[config.mk]
export PLATFORM = sky130hd
export DESIGN_NAME = demux1x8_driver_flat
export DESIGN_NICKNAME = d
export VERILOG_FILES = /design/src/rtl/demux1x8_driver_if.sv /design/src/rtl/demux1x8_driver.sv /design/src/flat_wrapper.sv
export SDC_FILE = /design/constraint.sdc
export NUM_CORES = 1
export LEC_CHECK = 0
export ABC_AREA = 1
export CAP_MARGIN = 10
export CORE_UTILIZATION = 38
export DETAILED_ROUTE_END_ITERATION = 8
export PLACE_DENSITY_LB_ADDON = 0.12
export SLEW_MARGIN = 0
export SYNTH_ARGS = -nofsm -noshare
export SYNTH_HDL_FRONTEND = slang
export SYNTH_SLANG_ARGS = --single-unit
[constraint.sdc]
create_clock -name clk -period 1.2 [get_ports clk]
set_clock_uncertainty 0.1 [all_clocks]
set_input_delay 0.24 -clock clk [delete_from_list [all_inputs] [get_ports clk]]
set_output_delay 0.24 -clock clk [all_outputs]
set_load 0.05 [all_outputs]
[src/rtl/demux1x8_driver_if.sv]
// Upstream bit handshake into the 1x8 demux driver: valid/ready plus the bit,
// its explicit channel and the explicit-mode select.
interface demux1x8_driver_if;
  logic       in_valid;
  logic       in_ready;
  logic       in_bit;
  logic [2:0] in_chan;
  logic       explicit;

  modport master (output in_valid, output in_bit, output in_chan, output explicit, input in_ready);
  modport slave  (input in_valid, input in_bit, input in_chan, input explicit, output in_ready);
endinterface

[src/rtl/demux1x8_driver.sv]
// Sequencer for a 1x8 demux: holds each accepted bit on D/S for DWELL cycles,
// then idles GAP cycles; auto mode walks channels 0..7 and counts frames.
module demux1x8_driver #(
  parameter int DWELL = 2,
  parameter int GAP   = 1
) (
  input  logic               clk,
  input  logic               rst_n,
  demux1x8_driver_if.slave   up,
  input  logic               clr_frame,
  output logic               D,
  output logic [2:0]         S,
  output logic               out_valid,
  output logic               frame_done,
  output logic [7:0]         frame_cnt
);

  localparam int DCW = (DWELL > 1) ? $clog2(DWELL) : 1;
  localparam int GCW = (GAP > 1) ? $clog2(GAP) : 1;
  localparam logic [DCW-1:0] DWELL_LOAD = DCW'(DWELL - 1);
  localparam logic [GCW-1:0] GAP_LOAD   = GCW'((GAP > 0) ? (GAP - 1) : 0);

  typedef enum logic [1:0] {
    ST_IDLE  = 2'd0,
    ST_DRIVE = 2'd1,
    ST_GAP   = 2'd2
  } state_t;

  state_t         state_r, state_s;
  logic           d_r, d_s;
  logic [2:0]     s_r, s_s;
  logic           ov_r, ov_s;
  logic           fd_r, fd_s;
  logic [7:0]     fc_r, fc_s;
  logic [2:0]     nc_r, nc_s;
  logic [2:0]     chan_s;
  logic [DCW-1:0] dwell_r, dwell_s;
  logic [GCW-1:0] gap_r, gap_s;

  assign up.in_ready = (state_r == ST_IDLE);
  assign D          = d_r;
  assign S          = s_r;
  assign out_valid  = ov_r;
  assign frame_done = fd_r;
  assign frame_cnt  = fc_r;

  // Next-state and next-output decode
  always_comb begin
    state_s = state_r;
    d_s     = d_r;
    s_s     = s_r;
    ov_s    = ov_r;
    fd_s    = 1'b0;
    fc_s    = fc_r;
    nc_s    = nc_r;
    dwell_s = dwell_r;
    gap_s   = gap_r;
    chan_s  = up.explicit ? up.in_chan : nc_r;
    case (state_r)
      ST_IDLE: begin
        d_s  = 1'b0;
        ov_s = 1'b0;
        if (up.in_valid) begin
          d_s     = up.in_bit;
          s_s     = chan_s;
          ov_s    = 1'b1;
          dwell_s = DWELL_LOAD;
          nc_s    = chan_s + 3'd1;
          state_s = ST_DRIVE;
        end else begin
          state_s = ST_IDLE;
        end
      end
      ST_DRIVE: begin
        if (dwell_r == {DCW{1'b0}}) begin
          d_s  = 1'b0;
          ov_s = 1'b0;
          // Frame boundary is the end of channel 7's dwell, whichever mode chose it
          if (s_r == 3'd7) begin
            fd_s = 1'b1;
            fc_s = fc_r + 8'd1;
          end else begin
            fd_s = 1'b0;
          end
          if (GAP > 0) begin
            gap_s   = GAP_LOAD;
            state_s = ST_GAP;
          end else begin
            state_s = ST_IDLE;
          end
        end else begin
          dwell_s = dwell_r - DCW'(1);
        end
      end
      ST_GAP: begin
        d_s  = 1'b0;
        ov_s = 1'b0;
        if (gap_r == {GCW{1'b0}}) begin
          state_s = ST_IDLE;
        end else begin
          gap_s = gap_r - GCW'(1);
        end
      end
      default: begin
        state_s = ST_IDLE;
        d_s     = 1'b0;
        ov_s    = 1'b0;
      end
    endcase
    // Pointer clear wins over the post-acceptance increment
    if (clr_frame) begin
      nc_s = 3'd0;
    end else begin
      nc_s = nc_s;
    end
  end

  // State and output registers
  always_ff @(posedge clk or negedge rst_n) begin
    if (!rst_n) begin
      state_r <= ST_IDLE;
      d_r     <= 1'b0;
      s_r     <= 3'd0;
      ov_r    <= 1'b0;
      fd_r    <= 1'b0;
      fc_r    <= 8'd0;
      nc_r    <= 3'd0;
      dwell_r <= {DCW{1'b0}};
      gap_r   <= {GCW{1'b0}};
    end else begin
      state_r <= state_s;
      d_r     <= d_s;
      s_r     <= s_s;
      ov_r    <= ov_s;
      fd_r    <= fd_s;
      fc_r    <= fc_s;
      nc_r    <= nc_s;
      dwell_r <= dwell_s;
      gap_r   <= gap_s;
    end
  end

endmodule

[src/flat_wrapper.sv]
// flat-port wrapper written by rule: the top's interface ports become plain ports
module demux1x8_driver_flat 
#(
  parameter int DWELL = 2,
  parameter int GAP   = 1
)
  (clk, rst_n, clr_frame, D, S, out_valid, frame_done, frame_cnt, up_in_valid, up_in_bit, up_in_chan, up_explicit, up_in_ready);
  demux1x8_driver_if up_i ();
  input  logic clk;
  input  logic rst_n;
  input  logic clr_frame;
  output logic D;
  output logic [2:0] S;
  output logic out_valid;
  output logic frame_done;
  output logic [7:0] frame_cnt;
  input wire logic [$bits(up_i.in_valid)-1:0] up_in_valid;
  input wire logic [$bits(up_i.in_bit)-1:0] up_in_bit;
  input wire logic [$bits(up_i.in_chan)-1:0] up_in_chan;
  input wire logic [$bits(up_i.explicit)-1:0] up_explicit;
  output wire logic [$bits(up_i.in_ready)-1:0] up_in_ready;
  assign up_i.in_valid = up_in_valid;
  assign up_i.in_bit = up_in_bit;
  assign up_i.in_chan = up_in_chan;
  assign up_i.explicit = up_explicit;
  assign up_in_ready = up_i.in_ready;
  demux1x8_driver #(.DWELL(DWELL), .GAP(GAP)) u_core (.clk(clk), .rst_n(rst_n), .up(up_i), .clr_frame(clr_frame), .D(D), .S(S), .out_valid(out_valid), .frame_done(frame_done), .frame_cnt(frame_cnt));
endmodule
==> impl_metrics.xml, run 1 <==
<?xml version="1.0" encoding="UTF-8"?>
<metrics>
  <group name="detailed_routing">
    <metric name="drc" unit="">0</metric>
    <metric name="drt.antenna.violating_nets" unit="">0</metric>
    <metric name="drt_iter0_drc" unit="">13</metric>
    <metric name="post_drt_wl_per_cell" unit="µm">12.1</metric>
    <metric name="detailroute.via_count" unit="">971</metric>
    <metric name="wirelength" unit="µm">2450</metric>
    <metric name="routed_via_density" unit="">4.81</metric>
    <metric name="detailedRoute.firstPassIterationCount" unit="">4</metric>
  </group>
  <group name="power_and_ir_drop">
    <metric name="cellPowerDensity" unit="mW/mm²">2100</metric>
    <metric name="p_leak" unit="nW">0.821</metric>
    <metric name="max-vdd-ir-drop" unit="V">0.00171</metric>
    <metric name="power" unit="W">0.00365</metric>
  </group>
  <group name="floorplan">
    <metric name="floorplan.die_area" unit="mm²">0.00269</metric>
    <metric name="core_area" unit="mm²">0.00228</metric>
    <metric name="standard_cell_rows" unit="">17</metric>
    <metric name="initial_utilization" unit="%">41.5</metric>
    <metric name="die_w" unit="µm">51.8</metric>
    <metric name="ios" unit="">24</metric>
    <metric name="floorplan.die.height" unit="µm">51.8</metric>
  </group>
  <group name="global_route">
    <metric name="grt_overflow" unit="">0</metric>
    <metric name="first_pass_grt_wire_length" unit="µm">4010</metric>
    <metric name="grt_start_max_net_pins" unit="">20</metric>
    <metric name="first_global_vias" unit="">961</metric>
    <metric name="antenna_found_initial" unit="">0</metric>
    <metric name="grt_use_total" unit="%">21.2</metric>
  </group>
  <group name="synth">
    <metric name="synth_xor_xnor_area_share" unit="%">4.51</metric>
    <metric name="postSynthNetCount" unit="">126</metric>
    <metric name="mux_cell_area_share_after_synthesis" unit="%">0</metric>
    <metric name="synth.cells.most_frequent" unit="">sky130_fd_sc_hd__nand2_1, sky130_fd_sc_hd__dfrtp_1, sky130_fd_sc_hd__inv_1, sky130_fd_sc_hd__nor2_1, sky130_fd_sc_hd__nand3_1</metric>
    <metric name="synthesis.instances" unit="">115</metric>
    <metric name="post_synth.cell_area_avg" unit="µm²">8.20</metric>
    <metric name="yosys_warnings" unit="">0</metric>
    <metric name="netlist.top_cell.by_area" unit="">sky130_fd_sc_hd__dfrtp_1</metric>
    <metric name="synth_top_area_share" unit="%">50.4</metric>
    <metric name="ys_dominant_reg_cell" unit="">sky130_fd_sc_hd__dfrtp_1</metric>
    <metric name="synthesis.area" unit="µm²">943</metric>
    <metric name="ys_seq_elements" unit="">19</metric>
    <metric name="combinational_family_with_the_most_area_after_synthesis" unit="">simple AND/OR/NAND/NOR gates</metric>
    <metric name="post_synth_num_cell_types" unit="">21</metric>
    <metric name="adder_cell_fraction_of_synth_area" unit="%">2.65</metric>
    <metric name="post-synth-top-count-cell" unit="">sky130_fd_sc_hd__nand2_1</metric>
    <metric name="synthArstFlopShare" unit="%">100</metric>
    <metric name="synth_compound_gate_area_share" unit="%">7.43</metric>
    <metric name="yosysSeqAreaShare" unit="%">50.4</metric>
    <metric name="synth.top_cells.by_area" unit="">sky130_fd_sc_hd__dfrtp_1, sky130_fd_sc_hd__nand2_1, sky130_fd_sc_hd__inv_1, sky130_fd_sc_hd__nor2_1, sky130_fd_sc_hd__nand3_1</metric>
    <metric name="synth_simple_gate_area_share" unit="%">27.5</metric>
    <metric name="synth-edff-count" unit="">0</metric>
  </group>
  <group name="placement">
    <metric name="pre_cts_slack" unit="ns">-0.698</metric>
    <metric name="place_hpwl" unit="µm">1590</metric>
    <metric name="place.gp.congestion" unit="">0.806</metric>
    <metric name="count_of_port_buffers_added_during_placement" unit="">23</metric>
    <metric name="cell_count_post_placement" unit="">179</metric>
  </group>
  <group name="setup_path">
    <metric name="critical_path_arrival" unit="ns">1.15</metric>
    <metric name="worst_setup_path_end_kind" unit="">output port</metric>
    <metric name="cp.required" unit="ns">0.86</metric>
    <metric name="critical_path.max_fanout" unit="">2</metric>
    <metric name="worstSetupStartpointType" unit="">register</metric>
    <metric name="worstSetupStartpoint" unit="">u_core.state_r[0]</metric>
    <metric name="start_of_the_worst_register_to_register_path" unit="">u_core.state_r[1]</metric>
    <metric name="path_class" unit="">reg2out</metric>
  </group>
  <group name="finish">
    <metric name="final_layout_size_suffix_gt1_share" unit="%">48.9</metric>
    <metric name="filler_cell_count" unit="">144</metric>
    <metric name="num_antenna_cells" unit="">0</metric>
    <metric name="final-instance-count-excl-fill" unit="">202</metric>
    <metric name="final_net_count" unit="">186</metric>
    <metric name="syn_to_final_growth" unit="%">84.2</metric>
  </group>
  <group name="clock_network">
    <metric name="clk_root_buffer_cell" unit="">sky130_fd_sc_hd__clkbuf_4</metric>
    <metric name="clock_path_buffers" unit="">2</metric>
    <metric name="worst_skew_pair.late_latency" unit="ns">0.31</metric>
    <metric name="ctsHtreeMaxLevel" unit="">1</metric>
    <metric name="tritoncts" unit="">built</metric>
    <metric name="numClockSinks" unit="">19</metric>
    <metric name="numCtsBuffers" unit="">3</metric>
    <metric name="clkSlewWorstSetupHoldPaths" unit="ns">0.11</metric>
  </group>
  <group name="sta">
    <metric name="slew_at_the_pin_closest_to_its_max_slew_limit" unit="ns">0.254</metric>
    <metric name="finalWorstPathRequiredPeriod" unit="ns">1.49</metric>
    <metric name="rsz0062_at_grt" unit="">yes</metric>
    <metric name="finalCritPeriodShare" unit="%">124</metric>
    <metric name="fmaxAchievable" unit="MHz">672</metric>
    <metric name="holdWs" unit="ns">0.154</metric>
    <metric name="timing.max_slew.rel_slack" unit="%">82.9</metric>
    <metric name="final_max_slew_viol_count" unit="">0</metric>
    <metric name="report.final.setup_viol" unit="">29</metric>
    <metric name="finalHoldViolations" unit="">0</metric>
    <metric name="worst_slack" unit="ns">-0.288</metric>
  </group>
  <group name="job">
    <metric name="timing.max_cap.violations" unit="">0</metric>
  </group>
  <group name="status">
    <metric name="violations" unit="">negative setup slack</metric>
    <metric name="run_status" unit="">complete, but fails checks</metric>
  </group>
  <group name="worst_hold_path">
    <metric name="type_of_the_tightest_min_delay_check" unit="">in2async</metric>
  </group>
</metrics>
-- area by class of cell --
type                    instances  area [µm²]  area share [%]
well taps                      28        35.0            2.02
inverters                      14        57.6            3.31
repair buffers                 57         672            38.7
clock buffers                   4        26.3            1.51
flip-flops and latches         19         489            28.1
multi-input cells              80         458            26.3
-- worst paths after layout --
| path | cells past startpoint | slack (ns) | endpoint |
|---|---|---|---|
| hold / removal | 2 | 0.15 | u_core.state_r[0] |
| min in group clk | 3 | 0.36 | u_core.D |
| setup reg to reg | 6 | -0.15 | u_core.frame_cnt[0] |
| setup / recovery | 5 | -0.29 | up_in_ready |
| hold reg to reg | 2 | 0.41 | u_core.D |
| max in group asynchronous | 2 | 0.69 | u_core.frame_cnt[1] |
-- worst max-delay path: stages (launching register included) --
cell and delay [ns]:
sky130_fd_sc_hd__dfrtp_2 0.42, sky130_fd_sc_hd__inv_2 0.06, sky130_fd_sc_hd__nand2_2 0.05, sky130_fd_sc_hd__buf_6 0.11, sky130_fd_sc_hd__inv_4 0.05, sky130_fd_sc_hd__buf_12 0.13
-- metal layers --
layer  wire (µm)  up-vias  track usage (%)
met2        1340       21             40.0
met4          91        0             12.2
met1         949      461             21.8
met3          68       10             2.92
li1            -      479                -
met5           0        -                0
-- cells by family after synthesis --
kind of cell	after synthesis
fa+ha+maj	2
flops	19
xor+xnor	4
simple gates	61
buf+inv	16
compound gates	13
-- power by group --
part	internal [W]	leakage (nW)	switching [W]
Clock	0.000130	0.0150	0.000206
Combinational	0.00118	0.573	0.00115
Sequential	0.000839	0.234	0.000142
Total	0.00215	0.821	0.00150
-- sequential cells by signal, summed over array words and instances, names as in the netlist --
| signal | flops |
|---|---|
| u_core.D | 1 |
| u_core.S | 3 |
| u_core.dwell_r | 1 |
| u_core.frame_cnt | 8 |
| u_core.frame_done | 1 |
| u_core.nc_r | 3 |
| u_core.state_r | 2 |
-- stage by stage --
stage / setup TNS (ns) / utilization (%) / instance area, µm²
5_1_grt: -4.42 / 76.4 / 1740
3_3_place_gp: -2.62 / 65.8 / 1500
4_1_cts: -2.83 / 74.8 / 1700
3_5_place_dp: -3.01 / 65.8 / 1500
2_1_floorplan: -1.29 / - / 975
6_report: -2.71 / 76.4 / 1740
-- layout by cell type, fill, tap and decap left out --
master                            count
sky130_fd_sc_hd__a21oi_2              1
sky130_fd_sc_hd__clkdlybuf4s50_1      6
sky130_fd_sc_hd__inv_2                3
sky130_fd_sc_hd__dlygate4sd2_1        2
sky130_fd_sc_hd__o31ai_1              1
sky130_fd_sc_hd__clkbuf_4             3
sky130_fd_sc_hd__nand2_2              9
sky130_fd_sc_hd__inv_4                2
sky130_fd_sc_hd__clkbuf_1             1
sky130_fd_sc_hd__nand3b_1             2
sky130_fd_sc_hd__xnor2_1              3
sky130_fd_sc_hd__o21ai_1              2
sky130_fd_sc_hd__or2_1                1
sky130_fd_sc_hd__dfrtp_2             11
sky130_fd_sc_hd__xor2_2               1
sky130_fd_sc_hd__ha_4                 2
sky130_fd_sc_hd__nor2_4               2
sky130_fd_sc_hd__dfrtp_1              8
sky130_fd_sc_hd__a21oi_1              1
sky130_fd_sc_hd__o21ai_0              4
sky130_fd_sc_hd__nor2_1               9
sky130_fd_sc_hd__o21ai_2              2
sky130_fd_sc_hd__nand3_1              6
sky130_fd_sc_hd__nand2_1             32
sky130_fd_sc_hd__buf_12              16
sky130_fd_sc_hd__inv_1                9
sky130_fd_sc_hd__buf_6                7
sky130_fd_sc_hd__buf_4               26
sky130_fd_sc_hd__a31oi_1              2
-- repair_timing --
item,in CTS,in global routing
resized for setup,16,10
hold buffers,0,0
setup endpoints to repair,28,32
buffers inserted,19,1
pin swaps,7,4
Note: power is estimated with default switching activity, not from simulation.
==> run 2, diff against run 1 <==
==> constraint.sdc (replaced) <==
create_clock -name clk -period 1.2 [get_ports clk]
set_clock_uncertainty 0.1 [all_clocks]
set_input_delay 0.24 -clock clk [delete_from_list [all_inputs] [get_ports clk]]
set_output_delay 0.24 -clock clk [all_outputs]
set_load 0.01 [all_outputs]
==> impl_metrics.xml, run 2 (synthesis gave the netlist of run 1 again) <==
<?xml version="1.0" encoding="UTF-8"?>
<metrics>
  <group name="status">
    <metric name="run_status" unit="">complete, but fails checks</metric>
    <metric name="violations" unit="">negative setup slack</metric>
  </group>
  <group name="finish">
    <metric name="num_antenna_cells" unit="">0</metric>
    <metric name="layout.cells.most_common" unit="">sky130_fd_sc_hd__nand2_1</metric>
    <metric name="seqCellArea" unit="µm²">477</metric>
    <metric name="area_occupied_by_multi_input_gates" unit="µm²">464</metric>
    <metric name="filler_cell_count" unit="">198</metric>
    <metric name="syn_to_final_growth" unit="%">63.9</metric>
    <metric name="commonest_non_fill_non_tap_cells_in_the_layout" unit="">sky130_fd_sc_hd__nand2_1, sky130_fd_sc_hd__buf_4, sky130_fd_sc_hd__dfrtp_1, sky130_fd_sc_hd__buf_2, sky130_fd_sc_hd__inv_1</metric>
    <metric name="final_net_count" unit="">191</metric>
    <metric name="design_area" unit="mm²">0.00155</metric>
    <metric name="final_layout_size_suffix_gt1_share" unit="%">46.4</metric>
    <metric name="largest_register_ffs" unit="">8</metric>
  </group>
  <group name="placement">
    <metric name="postPlaceCellArea" unit="mm²">0.00138</metric>
    <metric name="place_hpwl" unit="µm">1450</metric>
    <metric name="place.gp.congestion" unit="">0.785</metric>
    <metric name="count_of_port_buffers_added_during_placement" unit="">23</metric>
  </group>
  <group name="setup_path">
    <metric name="setup.reg_to_reg.worst_slack" unit="ns">-0.17</metric>
    <metric name="critical_path_arrival" unit="ns">1.07</metric>
    <metric name="worst_setup_path_end_kind" unit="">output port</metric>
    <metric name="worstSetupStartpointType" unit="">register</metric>
    <metric name="cp.required" unit="ns">0.86</metric>
    <metric name="start_of_the_worst_register_to_register_path" unit="">u_core.state_r[0]</metric>
    <metric name="critical_path.max_fanout" unit="">2</metric>
    <metric name="path_class" unit="">reg2out</metric>
    <metric name="worstRegToRegCells" unit="">8</metric>
    <metric name="regToRegEndpoint" unit="">u_core.frame_cnt[1]</metric>
  </group>
  <group name="clock_network">
    <metric name="numCtsBuffers" unit="">3</metric>
    <metric name="clk_root_buffer_cell" unit="">sky130_fd_sc_hd__clkbuf_4</metric>
    <metric name="ctsHtreeMaxLevel" unit="">1</metric>
    <metric name="tritoncts" unit="">built</metric>
    <metric name="clkSlewWorstSetupHoldPaths" unit="ns">0.11</metric>
    <metric name="worst_skew_pair.late_latency" unit="ns">0.30</metric>
    <metric name="clock_path_buffers" unit="">2</metric>
    <metric name="cts_hold_bufs" unit="">0</metric>
    <metric name="numClockSinks" unit="">19</metric>
  </group>
  <group name="floorplan">
    <metric name="die_w" unit="µm">51.8</metric>
    <metric name="core_area" unit="mm²">0.00228</metric>
    <metric name="floorplan.die.height" unit="µm">51.8</metric>
    <metric name="standard_cell_rows" unit="">17</metric>
    <metric name="ios" unit="">24</metric>
    <metric name="initial_utilization" unit="%">41.5</metric>
    <metric name="floorplan.die_area" unit="mm²">0.00269</metric>
  </group>
  <group name="sta">
    <metric name="finalWorstPathRequiredPeriod" unit="ns">1.41</metric>
    <metric name="holdWs" unit="ns">0.162</metric>
    <metric name="slew_at_the_pin_closest_to_its_max_slew_limit" unit="ns">0.191</metric>
    <metric name="fmaxAchievable" unit="MHz">709</metric>
    <metric name="report.final.setup_viol" unit="">18</metric>
    <metric name="final_max_slew_viol_count" unit="">0</metric>
    <metric name="worst_slack" unit="ns">-0.210</metric>
    <metric name="rsz0062_at_grt" unit="">yes</metric>
    <metric name="finalHoldViolations" unit="">0</metric>
    <metric name="finalCritPeriodShare" unit="%">117</metric>
    <metric name="timing.max_slew.rel_slack" unit="%">87.1</metric>
  </group>
  <group name="detailed_routing">
    <metric name="detailedRoute.firstPassIterationCount" unit="">4</metric>
    <metric name="post_drt_wl_per_cell" unit="µm">11.0</metric>
    <metric name="drt.antenna.violating_nets" unit="">0</metric>
    <metric name="drc" unit="">0</metric>
    <metric name="detailroute.via_count" unit="">937</metric>
    <metric name="wirelength" unit="µm">2270</metric>
    <metric name="drt_iter0_drc" unit="">12</metric>
    <metric name="routed_via_density" unit="">4.53</metric>
  </group>
  <group name="power_and_ir_drop">
    <metric name="sw_frac_of_total" unit="%">36.3</metric>
    <metric name="p_int" unit="W">0.00179</metric>
    <metric name="seq_power_share" unit="%">33.4</metric>
    <metric name="p_comb_share" unit="%">54.9</metric>
    <metric name="p_leak" unit="nW">0.806</metric>
    <metric name="power" unit="W">0.00282</metric>
    <metric name="power_frac_clock" unit="%">11.7</metric>
    <metric name="max-vdd-ir-drop" unit="V">0.00148</metric>
    <metric name="cellPowerDensity" unit="mW/mm²">1820</metric>
    <metric name="switchingPower" unit="W">0.00102</metric>
  </group>
  <group name="global_route">
    <metric name="first_global_vias" unit="">892</metric>
    <metric name="grt_overflow" unit="">0</metric>
    <metric name="grt_start_max_net_pins" unit="">20</metric>
    <metric name="antenna_found_initial" unit="">0</metric>
    <metric name="first_pass_grt_wire_length" unit="µm">3800</metric>
    <metric name="grt_use_total" unit="%">19.3</metric>
  </group>
  <group name="job">
    <metric name="timing.max_cap.violations" unit="">0</metric>
  </group>
  <group name="worst_hold_path">
    <metric name="type_of_the_tightest_min_delay_check" unit="">in2async</metric>
  </group>
</metrics>
-- run 2: per-stage QoR --
step	TNS, ns	utilization, %	setup WS (ns)	instances
5_1_grt	-3.94	67.9	-0.282	207
3_5_place_dp	-4.08	60.5	-0.617	186
2_1_floorplan	-0.0412	-	-0.0412	115
3_3_place_gp	-3.63	60.5	-0.572	186
6_report	-2.25	67.9	-0.210	207
4_1_cts	-1.20	65.4	-0.119	206
-- run 2: how the worst max path moves through the flow --
stage               cells past startpoint                   to  slack (ns)              start
finish                                  3            out_valid       -0.21  u_core.state_r[0]
global route                            8  u_core.frame_cnt[1]       -0.28  u_core.state_r[0]
CTS                                     4          up_in_ready       -0.12  u_core.state_r[0]
detailed placement                      9       u_core.nc_r[2]       -0.62        up_explicit
global placement                        9       u_core.nc_r[2]       -0.57        up_explicit
floorplan                               8       u_core.nc_r[2]       -0.04        up_explicit
-- run 2: repair_timing --
item                                   CTS  global route
setup buffers                           15             3
gates resized for setup                 77            16
endpoints found under the hold margin    0             0
setup endpoints to repair               32            28
pin swaps                                4             8
cloned                                   1             0
-- run 2: routing by layer --
| layer | vias to the layer above | share of wire, % | track usage [%] |
|---|---|---|---|
| li1 | 486 | - | - |
| met1 | 430 | 48 | 25.6 |
| met2 | 17 | 46 | 30.6 |
| met3 | 4 | 3.8 | 5.26 |
| met4 | 0 | 1.5 | 5.41 |
| met5 | - | 0 | 0 |
-- run 2: critical path, cell delays in order, from the launching register on --
cell and delay (ns):
sky130_fd_sc_hd__dfrtp_1 0.41, sky130_fd_sc_hd__buf_4 0.14, sky130_fd_sc_hd__buf_6 0.10, sky130_fd_sc_hd__buf_6 0.11
-- run 2: power by group through the flow --
stage          combinational [W]  clock [W]  sequential [W]
2_1_floorplan           0.000437          0         0.00103
3_5_place_dp             0.00114          0        0.000974
3_3_place_gp             0.00112          0        0.000964
6_report                 0.00155   0.000330        0.000941
4_1_cts                  0.00138   0.000339        0.000923
5_1_grt                  0.00169   0.000358        0.000965
-- run 2: final cells by class --
cell class,instances,share of cell area [%]
sequential,19,30.8
timing repair buffer,62,31.7
multi-input combinational,80,30.0
clock buffer,3,1.46
tap,28,2.27
clock inverter,1,0.324
inverter,14,3.40
==> run 3, diff against run 2 <==
--- a/config.mk
+++ b/config.mk
@@ -5,10 +5,10 @@
 export SDC_FILE = /design/constraint.sdc
 export NUM_CORES = 1
 export LEC_CHECK = 0
-export ABC_AREA = 1
 export CAP_MARGIN = 10
 export CORE_UTILIZATION = 38
 export DETAILED_ROUTE_END_ITERATION = 8
+export GPL_ROUTABILITY_DRIVEN = 0
 export PLACE_DENSITY_LB_ADDON = 0.12
 export SLEW_MARGIN = 0
 export SYNTH_ARGS = -nofsm -noshare
==> impl_metrics.xml, run 3 <==
<?xml version="1.0" encoding="UTF-8"?>
<metrics>
  <group name="sta">
    <metric name="finalHoldViolations" unit="">0</metric>
    <metric name="fmaxAchievable" unit="MHz">666</metric>
    <metric name="final_max_slew_viol_count" unit="">0</metric>
    <metric name="timing.max_slew.rel_slack" unit="%">86.7</metric>
    <metric name="slew_at_the_pin_closest_to_its_max_slew_limit" unit="ns">0.200</metric>
    <metric name="rsz0062_at_grt" unit="">yes</metric>
    <metric name="finalCritPeriodShare" unit="%">125</metric>
    <metric name="report.final.setup_viol" unit="">16</metric>
    <metric name="finalWorstPathRequiredPeriod" unit="ns">1.50</metric>
    <metric name="worst_slack" unit="ns">-0.301</metric>
  </group>
  <group name="floorplan">
    <metric name="initial_utilization" unit="%">42.1</metric>
    <metric name="floorplan.die_area" unit="mm²">0.00248</metric>
    <metric name="die_w" unit="µm">49.8</metric>
    <metric name="floorplan.die.height" unit="µm">49.8</metric>
    <metric name="standard_cell_rows" unit="">16</metric>
    <metric name="core_area" unit="mm²">0.00206</metric>
    <metric name="ios" unit="">24</metric>
  </group>
  <group name="setup_path">
    <metric name="critical_path_arrival" unit="ns">1.59</metric>
    <metric name="worstRegToRegCells" unit="">6</metric>
    <metric name="path_class" unit="">reg2reg</metric>
    <metric name="worstSetupStartpointType" unit="">register</metric>
    <metric name="worst_setup_path_end_kind" unit="">register</metric>
    <metric name="critical_path.max_fanout" unit="">4</metric>
    <metric name="cp.required" unit="ns">1.29</metric>
  </group>
  <group name="global_route">
    <metric name="grt_overflow" unit="">0</metric>
    <metric name="first_pass_grt_wire_length" unit="µm">3100</metric>
    <metric name="grt_use_total" unit="%">16.8</metric>
    <metric name="grt_start_max_net_pins" unit="">20</metric>
    <metric name="first_global_vias" unit="">735</metric>
    <metric name="antenna_found_initial" unit="">0</metric>
  </group>
  <group name="power_and_ir_drop">
    <metric name="p_comb_share" unit="%">51.1</metric>
    <metric name="sw_frac_of_total" unit="%">32.8</metric>
    <metric name="power_frac_clock" unit="%">12.7</metric>
    <metric name="switchingPower" unit="W">0.000830</metric>
    <metric name="max-vdd-ir-drop" unit="V">0.00115</metric>
    <metric name="p_leak" unit="nW">0.721</metric>
    <metric name="cellPowerDensity" unit="mW/mm²">1800</metric>
    <metric name="seq_power_share" unit="%">36.2</metric>
    <metric name="p_int" unit="W">0.00170</metric>
  </group>
  <group name="synth">
    <metric name="synth-edff-count" unit="">0</metric>
    <metric name="synthesis.instances" unit="">70</metric>
    <metric name="synth.top_cells.by_area" unit="">sky130_fd_sc_hd__dfrtp_1, sky130_fd_sc_hd__xnor2_1, sky130_fd_sc_hd__mux2_2, sky130_fd_sc_hd__nand4_1, sky130_fd_sc_hd__mux2i_1</metric>
    <metric name="post_synth.cell_area_avg" unit="µm²">12.4</metric>
    <metric name="yosys_warnings" unit="">0</metric>
    <metric name="post-synth-top-count-cell" unit="">sky130_fd_sc_hd__dfrtp_1</metric>
    <metric name="netlist.top_cell.by_area" unit="">sky130_fd_sc_hd__dfrtp_1</metric>
    <metric name="post_synth_num_cell_types" unit="">24</metric>
    <metric name="synth_top_area_share" unit="%">54.8</metric>
    <metric name="synthArstFlopShare" unit="%">100</metric>
    <metric name="synthesis.area" unit="µm²">867</metric>
    <metric name="postSynthNetCount" unit="">81</metric>
    <metric name="yosysSeqAreaShare" unit="%">54.8</metric>
    <metric name="ys_seq_elements" unit="">19</metric>
    <metric name="ys_dominant_reg_cell" unit="">sky130_fd_sc_hd__dfrtp_1</metric>
    <metric name="synth.cells.most_frequent" unit="">sky130_fd_sc_hd__dfrtp_1, sky130_fd_sc_hd__xnor2_1, sky130_fd_sc_hd__nand4_1, sky130_fd_sc_hd__nor2_1</metric>
  </group>
  <group name="status">
    <metric name="violations" unit="">negative setup slack</metric>
    <metric name="run_status" unit="">complete, but fails checks</metric>
  </group>
  <group name="detailed_routing">
    <metric name="drt_iter0_drc" unit="">11</metric>
    <metric name="drc" unit="">0</metric>
    <metric name="post_drt_wl_per_cell" unit="µm">12.0</metric>
    <metric name="drt.antenna.violating_nets" unit="">0</metric>
    <metric name="wirelength" unit="µm">1900</metric>
    <metric name="routed_via_density" unit="">4.77</metric>
    <metric name="detailedRoute.firstPassIterationCount" unit="">4</metric>
    <metric name="detailroute.via_count" unit="">754</metric>
  </group>
  <group name="worst_hold_path">
    <metric name="type_of_the_tightest_min_delay_check" unit="">in2async</metric>
  </group>
  <group name="clock_network">
    <metric name="numCtsBuffers" unit="">3</metric>
    <metric name="clock_path_buffers" unit="">2</metric>
    <metric name="numClockSinks" unit="">19</metric>
    <metric name="cts_hold_bufs" unit="">0</metric>
    <metric name="tritoncts" unit="">built</metric>
    <metric name="clk_root_buffer_cell" unit="">sky130_fd_sc_hd__clkbuf_4</metric>
    <metric name="ctsHtreeMaxLevel" unit="">1</metric>
    <metric name="clkSlewWorstSetupHoldPaths" unit="ns">0.11</metric>
    <metric name="worst_skew_pair.late_latency" unit="ns">0.29</metric>
  </group>
  <group name="placement">
    <metric name="count_of_port_buffers_added_during_placement" unit="">23</metric>
    <metric name="pre_cts_slack" unit="ns">-0.825</metric>
    <metric name="place_hpwl" unit="µm">1290</metric>
    <metric name="cell_count_post_placement" unit="">140</metric>
  </group>
  <group name="finish">
    <metric name="largest_register_ffs" unit="">8</metric>
    <metric name="num_antenna_cells" unit="">0</metric>
    <metric name="layout.cells.most_common" unit="">sky130_fd_sc_hd__buf_4</metric>
    <metric name="final_layout_size_suffix_gt1_share" unit="%">50.4</metric>
    <metric name="final_net_count" unit="">143</metric>
    <metric name="final-instance-count-excl-fill" unit="">158</metric>
    <metric name="syn_to_final_growth" unit="%">62.0</metric>
    <metric name="final_util" unit="%">68.1</metric>
    <metric name="commonest_non_fill_non_tap_cells_in_the_layout" unit="">sky130_fd_sc_hd__buf_4, sky130_fd_sc_hd__dfrtp_1, sky130_fd_sc_hd__buf_2, sky130_fd_sc_hd__clkdlybuf4s50_1, sky130_fd_sc_hd__xnor2_1</metric>
  </group>
  <group name="job">
    <metric name="timing.max_cap.violations" unit="">0</metric>
  </group>
</metrics>
==> run 3: area by class of cell <==
cell class | count | area [µm²]
multi-input cells | 48 | 410
clock inverters | 1 | 5.00
clock buffers | 3 | 22.5
inverters | 1 | 3.75
flip-flops and latches | 19 | 475
well taps | 27 | 33.8
fillers | 157 | 657
repair buffers | 59 | 454
==> run 3: logic make-up (layout without fill, tap and decap cells) <==
kind of cell / after synthesis / after routing / share of synthesized area, %
DFF: 19 / 19 / 54.8
buffers and inverters: 3 / 64 / 3.03
xor gates and xnor gates: 7 / 7 / 7.07
AOI/OAI and AO/OA: 8 / 8 / 5.63
adders and majority gates: 2 / 2 / 2.89
and+or+nand+nor: 24 / 24 / 17.9
muxes: 7 / 7 / 8.66
==> run 3: through the flow <==
stage          total power [W]  hold slack [ns]  cell area (µm²)  TNS, ns
2_1_floorplan          0.00143           -0.156              877    -2.79
3_3_place_gp           0.00203            0.349             1300    -5.60
3_5_place_dp           0.00205            0.357             1300    -5.95
4_1_cts                0.00239            0.182             1330    -3.23
5_1_grt                0.00270            0.171             1410    -4.69
6_report               0.00253            0.180             1410    -3.19
==> run 3: timing repair <==
action / in CTS / in global routing
pin swaps: 19 / 5
resized for setup: 67 / 5
setup endpoints to repair: 30 / 30
setup buffers: 7 / 7
==> run 3: worst paths after layout <==
kind,startpoint,to,slack [ns]
max,u_core.nc_r[0],u_core.nc_r[2],-0.30
min,rst_n,u_core.S[1],0.18
max reg2reg,u_core.nc_r[0],u_core.nc_r[2],-0.30
min reg2reg,u_core.S[0],u_core.S[0],0.44
max in group asynchronous,rst_n,u_core.frame_cnt[6],0.69
min in group clk,up_in_bit,u_core.D,0.43
==> run 3: power by group through the flow <==
stage	Combinational [W]	Clock (W)	Sequential (W)
2_1_floorplan	0.000414	0	0.00101
3_3_place_gp	0.00109	0	0.000937
3_5_place_dp	0.00111	0	0.000943
4_1_cts	0.00113	0.000340	0.000914
5_1_grt	0.00139	0.000368	0.000936
6_report	0.00129	0.000322	0.000914
==> run 3: critical path, stage by stage, from the launching register on <==
cell and delay (ns):
sky130_fd_sc_hd__dfrtp_1 0.39, sky130_fd_sc_hd__mux2_4 0.29, sky130_fd_sc_hd__ha_4 0.17, sky130_fd_sc_hd__nand3b_1 0.08
sky130_fd_sc_hd__o211ai_1 0.09, sky130_fd_sc_hd__a22oi_1 0.22, sky130_fd_sc_hd__nor2_1 0.06
==> run 3: layer usage <==
metal / vias to the layer above / share of wire (%) / GRT usage, %
met3: 2 / 3.3 / 2.78
li1: 374 / - / -
met2: 14 / 49 / 27.7
met1: 364 / 47 / 21.3
met4: 0 / 0.74 / 8.10
met5: - / 0 / 0
